File: config.mk
export PLATFORM = sky130hd
export DESIGN_NAME = vga_sync_rx_flat
export DESIGN_NICKNAME = d
export VERILOG_FILES = /design/src/rtl/vga_sync_rx_if.sv /design/src/rtl/vga_sync_rx.sv /design/src/flat_wrapper.sv
export SDC_FILE = /design/constraint.sdc
export NUM_CORES = 1
export LEC_CHECK = 0
export BUFFER_PORTS_ARGS = -buffer_cell sky130_fd_sc_hd__clkbuf_2
export CORE_ASPECT_RATIO = 1.4
export CORE_MARGIN = 2
export CORE_UTILIZATION = 55
export DETAILED_ROUTE_END_ITERATION = 6
export GPL_ROUTABILITY_DRIVEN = 0
export PLACE_DENSITY_LB_ADDON = 0.05
export SYNTH_ARGS = -nofsm -noshare
export SYNTH_HDL_FRONTEND = slang
export SYNTH_SLANG_ARGS = --single-unit
File: constraint.sdc
create_clock -name clk -period 8.6 [get_ports clk]
set_clock_uncertainty 0.15 [all_clocks]
set_input_delay 1.72 -clock clk [delete_from_list [all_inputs] [get_ports clk]]
set_output_delay 1.72 -clock clk [all_outputs]
set_load 0.005 [all_outputs]
File: src/rtl/vga_sync_rx_if.sv
// Video input and recovered-timing bundle for vga_sync_rx.
// master = video source / capture side, slave = timing recovery block.
interface vga_sync_rx_if;
  logic        pix;
  logic        hs_n;
  logic        vs_n;
  logic        blank;
  logic        de;
  logic [9:0]  x;
  logic [8:0]  y;
  logic        line_start;
  logic        frame_start;
  logic [10:0] line_len;
  logic [10:0] frame_lines;
  logic        locked;
  logic        err;

  modport master (
    output pix, hs_n, vs_n, blank,
    input  de, x, y, line_start, frame_start, line_len, frame_lines, locked, err
  );

  modport slave (
    input  pix, hs_n, vs_n, blank,
    output de, x, y, line_start, frame_start, line_len, frame_lines, locked, err
  );
endinterface

File: src/rtl/vga_sync_rx.sv
// Receive-side VGA timing recovery: measures line/frame geometry from hs_n/vs_n,
// qualifies lock over consecutive frames and regenerates active-area x/y/de.
module vga_sync_rx #(
  parameter int H_MIN       = 400,
  parameter int H_MAX       = 1023,
  parameter int V_MIN       = 200,
  parameter int V_MAX       = 1023,
  parameter int LOCK_FRAMES = 2
) (
  input  logic         clk,
  input  logic         rst_n,
  vga_sync_rx_if.slave vid
);

  typedef enum logic [1:0] {
    SEARCH  = 2'd0,
    ACQUIRE = 2'd1,
    LOCKED  = 2'd2
  } state_t;

  localparam logic [10:0] H_MIN_C   = 11'(H_MIN);
  localparam logic [10:0] H_MAX_C   = 11'(H_MAX);
  localparam logic [10:0] V_MIN_C   = 11'(V_MIN);
  localparam logic [10:0] V_MAX_C   = 11'(V_MAX);
  localparam logic [2:0]  LOCK_C    = 3'(LOCK_FRAMES);
  localparam logic [10:0] CNT_SAT   = 11'h7FF;
  localparam logic [9:0]  X_SAT     = 10'h3FF;
  localparam logic [8:0]  Y_SAT     = 9'h1FF;

  state_t      state_q, state_d;
  logic        hs_prev_q, hs_prev_d;
  logic        vs_prev_q, vs_prev_d;
  logic [10:0] h_cnt_q, h_cnt_d;
  logic [10:0] v_cnt_q, v_cnt_d;
  logic [10:0] line_len_q, line_len_d;
  logic [10:0] frame_lines_q, frame_lines_d;
  logic [9:0]  act_x_q, act_x_d;
  logic [8:0]  act_y_q, act_y_d;
  logic        act_seen_q, act_seen_d;
  logic [9:0]  x_q, x_d;
  logic [8:0]  y_q, y_d;
  logic        de_q, de_d;
  logic        line_start_q, line_start_d;
  logic        frame_start_q, frame_start_d;
  logic        locked_q, locked_d;
  logic        err_q, err_d;
  logic [10:0] ref_len_q, ref_len_d;
  logic        ref_valid_q, ref_valid_d;
  logic        bad_frame_q, bad_frame_d;
  logic [2:0]  match_cnt_q, match_cnt_d;
  logic [10:0] prev_lines_q, prev_lines_d;
  logic        have_prev_q, have_prev_d;
  logic [10:0] lock_lines_q, lock_lines_d;

  logic        hs_fall;
  logic        vs_fall;
  logic        line_bad;
  logic        timeout;
  logic        frame_ok;
  logic [9:0]  act_x_cur;
  logic [8:0]  act_y_cur;
  logic        act_seen_cur;

  // Edge qualifiers already include the strobe, so nothing downstream advances on pix=0.
  assign hs_fall  = vid.pix & hs_prev_q & ~vid.hs_n;
  assign vs_fall  = vid.pix & vs_prev_q & ~vid.vs_n;
  assign line_bad = hs_fall & ((h_cnt_q < H_MIN_C) || (h_cnt_q > H_MAX_C) ||
                               (ref_valid_q && (h_cnt_q != ref_len_q)));
  assign timeout  = vid.pix & ~hs_fall & (h_cnt_d > H_MAX_C);

  always_comb begin
    hs_prev_d     = hs_prev_q;
    vs_prev_d     = vs_prev_q;
    h_cnt_d       = h_cnt_q;
    v_cnt_d       = v_cnt_q;
    line_len_d    = line_len_q;
    frame_lines_d = frame_lines_q;
    act_x_cur     = act_x_q;
    act_y_cur     = act_y_q;
    act_seen_cur  = act_seen_q;
    act_x_d       = act_x_q;
    act_y_d       = act_y_q;
    act_seen_d    = act_seen_q;
    x_d           = x_q;
    y_d           = y_q;
    de_d          = de_q;
    line_start_d  = hs_fall;
    frame_start_d = vs_fall;

    if (vid.pix) begin
      hs_prev_d = vid.hs_n;
      vs_prev_d = vid.vs_n;
      de_d      = ~vid.blank;

      if (hs_fall) begin
        line_len_d = h_cnt_q;
        h_cnt_d    = 11'd1;
      end else if (h_cnt_q != CNT_SAT) begin
        h_cnt_d = h_cnt_q + 11'd1;
      end

      // A line starting on the vs edge belongs to the new frame, so it is counted there.
      if (vs_fall) begin
        frame_lines_d = v_cnt_q;
        v_cnt_d       = {10'd0, hs_fall};
      end else if (hs_fall && (v_cnt_q != CNT_SAT)) begin
        v_cnt_d = v_cnt_q + 11'd1;
      end

      act_x_cur    = hs_fall ? 10'd0 : act_x_q;
      act_y_cur    = vs_fall ? 9'd0 : act_y_q;
      act_seen_cur = vs_fall ? 1'b0 : act_seen_q;
      act_x_d      = act_x_cur;
      act_y_d      = act_y_cur;
      act_seen_d   = act_seen_cur;

      if (!vid.blank) begin
        if (act_x_cur == 10'd0) begin
          if (act_seen_cur && (act_y_cur != Y_SAT)) begin
            act_y_d = act_y_cur + 9'd1;
          end
          act_seen_d = 1'b1;
        end
        if (act_x_cur != X_SAT) begin
          act_x_d = act_x_cur + 10'd1;
        end
        x_d = act_x_cur;
        y_d = act_y_d;
      end else if (vs_fall) begin
        y_d = 9'd0;
      end
    end
  end

  always_comb begin
    state_d      = state_q;
    ref_len_d    = ref_len_q;
    ref_valid_d  = ref_valid_q;
    bad_frame_d  = bad_frame_q;
    match_cnt_d  = match_cnt_q;
    prev_lines_d = prev_lines_q;
    have_prev_d  = have_prev_q;
    lock_lines_d = lock_lines_q;
    locked_d     = locked_q;
    err_d        = 1'b0;
    frame_ok     = 1'b0;

    case (state_q)
      SEARCH: begin
        locked_d = 1'b0;
        if (vs_fall) begin
          state_d     = ACQUIRE;
          match_cnt_d = 3'd0;
          ref_len_d   = 11'd0;
          ref_valid_d = 1'b0;
          bad_frame_d = 1'b0;
          have_prev_d = 1'b0;
        end
      end

      ACQUIRE: begin
        if (timeout) begin
          state_d     = SEARCH;
          match_cnt_d = 3'd0;
        end else begin
          if (hs_fall && !ref_valid_q) begin
            ref_len_d   = h_cnt_q;
            ref_valid_d = 1'b1;
          end
          if (line_bad) begin
            bad_frame_d = 1'b1;
          end
          if (vs_fall) begin
            frame_ok = !(bad_frame_q || line_bad) &&
                       (v_cnt_q >= V_MIN_C) && (v_cnt_q <= V_MAX_C) &&
                       (!have_prev_q || (v_cnt_q == prev_lines_q));
            prev_lines_d = v_cnt_q;
            have_prev_d  = 1'b1;
            bad_frame_d  = 1'b0;
            if (frame_ok) begin
              match_cnt_d = match_cnt_q + 3'd1;
              if ((match_cnt_q + 3'd1) == LOCK_C) begin
                state_d      = LOCKED;
                locked_d     = 1'b1;
                lock_lines_d = v_cnt_q;
              end
            end else begin
              // Start the reference over so a bad frame cannot seed the next one.
              match_cnt_d = 3'd0;
              ref_valid_d = 1'b0;
            end
          end
        end
      end

      LOCKED: begin
        if ((hs_fall && (h_cnt_q != ref_len_q)) ||
            (vs_fall && (v_cnt_q != lock_lines_q)) || timeout) begin
          err_d       = 1'b1;
          locked_d    = 1'b0;
          state_d     = SEARCH;
          match_cnt_d = 3'd0;
        end
      end

      default: begin
        state_d  = SEARCH;
        locked_d = 1'b0;
      end
    endcase
  end

  always_ff @(posedge clk or negedge rst_n) begin
    if (!rst_n) begin
      state_q       <= SEARCH;
      hs_prev_q     <= 1'b1;
      vs_prev_q     <= 1'b1;
      h_cnt_q       <= 11'd0;
      v_cnt_q       <= 11'd0;
      line_len_q    <= 11'd0;
      frame_lines_q <= 11'd0;
      act_x_q       <= 10'd0;
      act_y_q       <= 9'd0;
      act_seen_q    <= 1'b0;
      x_q           <= 10'd0;
      y_q           <= 9'd0;
      de_q          <= 1'b0;
      line_start_q  <= 1'b0;
      frame_start_q <= 1'b0;
      locked_q      <= 1'b0;
      err_q         <= 1'b0;
      ref_len_q     <= 11'd0;
      ref_valid_q   <= 1'b0;
      bad_frame_q   <= 1'b0;
      match_cnt_q   <= 3'd0;
      prev_lines_q  <= 11'd0;
      have_prev_q   <= 1'b0;
      lock_lines_q  <= 11'd0;
    end else begin
      state_q       <= state_d;
      hs_prev_q     <= hs_prev_d;
      vs_prev_q     <= vs_prev_d;
      h_cnt_q       <= h_cnt_d;
      v_cnt_q       <= v_cnt_d;
      line_len_q    <= line_len_d;
      frame_lines_q <= frame_lines_d;
      act_x_q       <= act_x_d;
      act_y_q       <= act_y_d;
      act_seen_q    <= act_seen_d;
      x_q           <= x_d;
      y_q           <= y_d;
      de_q          <= de_d;
      line_start_q  <= line_start_d;
      frame_start_q <= frame_start_d;
      locked_q      <= locked_d;
      err_q         <= err_d;
      ref_len_q     <= ref_len_d;
      ref_valid_q   <= ref_valid_d;
      bad_frame_q   <= bad_frame_d;
      match_cnt_q   <= match_cnt_d;
      prev_lines_q  <= prev_lines_d;
      have_prev_q   <= have_prev_d;
      lock_lines_q  <= lock_lines_d;
    end
  end

  assign vid.de          = de_q;
  assign vid.x           = x_q;
  assign vid.y           = y_q;
  assign vid.line_start  = line_start_q;
  assign vid.frame_start = frame_start_q;
  assign vid.line_len    = line_len_q;
  assign vid.frame_lines = frame_lines_q;
  assign vid.locked      = locked_q;
  assign vid.err         = err_q;

endmodule

File: src/flat_wrapper.sv
// flat-port wrapper written by rule: the top's interface ports become plain ports
module vga_sync_rx_flat 
#(
  parameter int H_MIN       = 400,
  parameter int H_MAX       = 1023,
  parameter int V_MIN       = 200,
  parameter int V_MAX       = 1023,
  parameter int LOCK_FRAMES = 2
)
  (clk, rst_n, vid_pix, vid_hs_n, vid_vs_n, vid_blank, vid_de, vid_x, vid_y, vid_line_start, vid_frame_start, vid_line_len, vid_frame_lines, vid_locked, vid_err);
  vga_sync_rx_if vid_i ();
  input  logic clk;
  input  logic rst_n;
  input wire logic [$bits(vid_i.pix)-1:0] vid_pix;
  input wire logic [$bits(vid_i.hs_n)-1:0] vid_hs_n;
  input wire logic [$bits(vid_i.vs_n)-1:0] vid_vs_n;
  input wire logic [$bits(vid_i.blank)-1:0] vid_blank;
  output wire logic [$bits(vid_i.de)-1:0] vid_de;
  output wire logic [$bits(vid_i.x)-1:0] vid_x;
  output wire logic [$bits(vid_i.y)-1:0] vid_y;
  output wire logic [$bits(vid_i.line_start)-1:0] vid_line_start;
  output wire logic [$bits(vid_i.frame_start)-1:0] vid_frame_start;
  output wire logic [$bits(vid_i.line_len)-1:0] vid_line_len;
  output wire logic [$bits(vid_i.frame_lines)-1:0] vid_frame_lines;
  output wire logic [$bits(vid_i.locked)-1:0] vid_locked;
  output wire logic [$bits(vid_i.err)-1:0] vid_err;
  assign vid_i.pix = vid_pix;
  assign vid_i.hs_n = vid_hs_n;
  assign vid_i.vs_n = vid_vs_n;
  assign vid_i.blank = vid_blank;
  assign vid_de = vid_i.de;
  assign vid_x = vid_i.x;
  assign vid_y = vid_i.y;
  assign vid_line_start = vid_i.line_start;
  assign vid_frame_start = vid_i.frame_start;
  assign vid_line_len = vid_i.line_len;
  assign vid_frame_lines = vid_i.frame_lines;
  assign vid_locked = vid_i.locked;
  assign vid_err = vid_i.err;
  vga_sync_rx #(.H_MIN(H_MIN), .H_MAX(H_MAX), .V_MIN(V_MIN), .V_MAX(V_MAX), .LOCK_FRAMES(LOCK_FRAMES)) u_core (.clk(clk), .rst_n(rst_n), .vid(vid_i));
endmodule
==> key figures <==
Floorplan
  • Starting Density: 56.97%
  • Die height: 132.6 µm
  • DIE WIDTH: 95.83 µm
  • Row count: 46
  • Num ports: 52
  • Die Area: 12700 µm²
  • Core ar.: 11400 µm²

Synthesis
  • Post-Syn Area: 6492 µm²
  • Seq cells post-synth: 131
  • Syn nets: 698
  • Syn. warnings: 0
  • Area contributors post-synth: dfrtp_1, nand2_1, xnor2_1
  • Synth Area per Inst: 9.548 µm²
  • Seq/Total Area, Yosys: 50.53%
  • EDFF count, synth: 0
  • Compound-gate portion of the synthesized area: 11.25%
  • Adder-cell share of the synthesized area: 2.313%
  • Post-Synth XOR/XNOR Area: 7.824%
  • Largest family of logic cells by synthesized area: simple AND/OR/NAND/NOR gates
  • Mux share of post-synthesis cell area: 4.298%
  • Post-Synth Simple-Gate Area: 19.33%
  • Top cell type's share of synthesized area: 49.72%
  • Ys flop type: dfrtp_1
  • Asr flop ratio synth: 100.0%
  • Post-Synthesis Cells: 680
  • Area leader, netlist: dfrtp_1
  • Netlist cell types: 63

Drt
  • 1st-iter DRT viols: 302
  • DRC violations left: 0
  • Via count: 4884
  • Post-DR wirelength/cell: 15.76 µm
  • First-pass DRT Iterations: 5
  • Vias per cell: 5.646
  • Routed Wire Length: 13.64 mm
  • Routed Antenna Nets: 0

GRT
  • Final global-route overflow total: 0
  • Largest net degree at the start of global routing: 70
  • First-pass GRT wire length: 22.98 mm
  • Initial antenna violation count: 0
  • Total GRT Usage: 23.05%
  • Vias in the first global route: 4835

Clock network
  • Post-cts hold buffer count: 0
  • Clock slew at reported path FFs: 0.06 ns
  • CTS H-tree lvls: 4
  • TritonCTS clock tree: done
  • Setup Buffers After CTS: 0
  • Worst skew pair latency: 0.41 ns
  • Clk root buf: clkbuf_16
  • CTS Sinks: 131
  • Cts repair resizes: 0
  • Num CTS Buffers: 17
  • CTS Buffer Depth: 2

Final layout
  • Area growth syn-to-layout: 13.99%
  • Most frequent cells in the layout: nand2_1, dfrtp_1, clkbuf_2, o21ai_0, xnor2_1
  • Number of diodes: 0
  • Final #Nets: 726
  • Filler Cell Count: 941
  • Share of cells above drive strength 1: 16.92%
  • Commonest non-fill, non-tap cell in the layout: nand2_1
  • Final Cell Area: 7401 µm²

Run
  • Max-cap viol count: 0

Critical path
  • Cell chain of the critical path: clkbuf_2, nand3b_1, buf_4, nand2_1, inv_1, ha_1, nand4_1, nor4b_1, ha_1, nor3b_1, nand3_4, or3_4, and3_1, a21oi_1, o21bai_1
  • Worst-path fanout max: 32
  • Setup crit end kind: flip-flop
  • Worst r2r dst: u_core.lock_lines_q[2]
  • CP Launch Point: vid_pix
  • Most frequent CP cell: ha_1
  • Type of origin of the critical path: input pin
  • Worst Path Arrival: 4.79 ns
  • Data required, critical path: 8.73 ns
  • Delay-heaviest family, CP: simple AND/OR/NAND/NOR gates
  • Reg2reg setup slack: 4.93 ns
  • Reg2reg path depth: 7
  • Worst r2r src: u_core.h_cnt_q[0]
  • Slowest CP cell: or3_4
  • Worst setup endpoint: u_core.vid.y[5]
  • Crit path kind: in -> reg
  • CP peak stage delay: 0.44 ns
  • CP Depth: 15
  • Worst Path Buf+Inv: 3

Power and ir drop
  • Power Internal: 1322 µW
  • Share of total power in sequential cells: 42.2%
  • Combinational power share: 13.6%
  • Pwr/cell area: 243.5 nW/µm²
  • Switching Power: 479.7 µW
  • Sw Share: 26.62%
  • Static Leak: 0.003486 µW
  • Clock power frac: 44.2%
  • Peak VDD IR: 0.1424 mV

STA
  • Min Tclk post-route: 4.657 ns
  • Period utilization: 54.15%
  • Final TNS setup: 0 ns
  • Pins Over Slew Limit: 0
  • Worst-margin pin slew: 1.018 ns
  • Fin. Hold Viols: 0
  • Worst slew margin: 31.99%
  • Setup violators final: 0
  • Unrepaired setup endpoints after global routing: no
  • FMAX: 214.7 MHz

Placed design
  • Post-DP HPWL: 9.306 mm
  • Port buffer count: 51
  • Placed Area: 6743 µm²

Worst hold path
  • Worst hold path class: reg -> reg

Run status
  • Run status: finished, final reports clean
## how the worst min path moves through the flow
stage	startpoint	end	slack (ns)	cells past startpoint
global placement	u_core.vid.x[8]	u_core.vid.x[8]	0.30	2
detailed placement	u_core.vid.x[4]	u_core.vid.x[4]	0.31	2
global route	u_core.vid.x[8]	u_core.vid.x[8]	0.35	2
floorplan	u_core.act_y_q[8]	u_core.act_y_q[8]	0.31	1
CTS	u_core.vid.x[4]	u_core.vid.x[4]	0.32	2
finish	u_core.vid.x[4]	u_core.vid.x[4]	0.32	2
## per-stage QoR
stage                     hold slack [ns]  cells  util [%]  setup WS (ns)  total power (µW)
after global routing               0.3451    865     64.94          3.701              1890
after CTS                          0.3221    865     64.94          3.955              1817
final                              0.3155    865     64.94          3.943              1802
after global placement             0.3000    833     59.17          3.657              1011
after detailed placement           0.3088    833     59.17          3.509              1020
after floorplan                    0.3078    680         -          4.181             938.1
## logic make-up (layout without fill, tap and decap cells)
family | count (synthesis) | count (layout)
DFF | 131 | 131
AOI/OAI and AO/OA | 119 | 119
and+or+nand+nor | 271 | 271
buffers and inverters | 64 | 105
xor gates and xnor gates | 58 | 58
muxes | 25 | 25
adders and majority gates | 12 | 12
## Yosys cell counts (11+ instances only)
cell type,n
dfrtp_1,129
nand3_1,20
clkbuf_1,21
xnor2_1,44
nand2_1,154
o21ai_0,47
xor2_1,14
nor2_1,33
buf_2,18
nor3_1,11
a21oi_1,26
mux2_2,21
inv_1,16
nand4_1,17
ha_1,12
## per-layer routing
layer | track usage (%) | vias to the layer above | routed length [µm]
met2 | 37.41 | 132 | 6953
met4 | 10.24 | 0 | 397
met3 | 5.467 | 36 | 505
li1 | - | 2368 | -
met5 | 0 | - | 0
met1 | 28.93 | 2348 | 5779
## flip-flops by register name (all words and copies together) (netlist names), 10 cells and up
name and cells:
u_core.ref_len_q 11, u_core.vid.x 10, u_core.lock_lines_q 11, u_core.v_cnt_q 11, u_core.vid.line_len 11, u_core.vid.frame_lines 11, u_core.act_x_q 10, u_core.prev_lines_q 11
u_core.h_cnt_q 11
## worst min-delay path: stages (launching register included)
cell and delay (ns):
dfrtp_1 0.34, nand2_1 0.05, nand2_1 0.05
## layout make-up
class	instances	area (µm²)	area share, %
multi-input combinational	485	2923	39.49
clock inverter	13	205.2	2.773
tap	144	180.2	2.434
inverter	17	63.81	0.8622
clock buffer	19	452.9	6.120
timing repair buffer	56	295.3	3.990
sequential	131	3281	44.33
## power groups by stage
stage                     logic [µW]  clock network [µW]  registers, µW
after floorplan                  206                   0            732
after global placement           242                   0            769
after detailed placement         249                   0            771
after CTS                        251                 805            761
after global routing             281                 838            771
final                            246                 796            760
No activity file was read; power rests on OpenSTA's default activity.
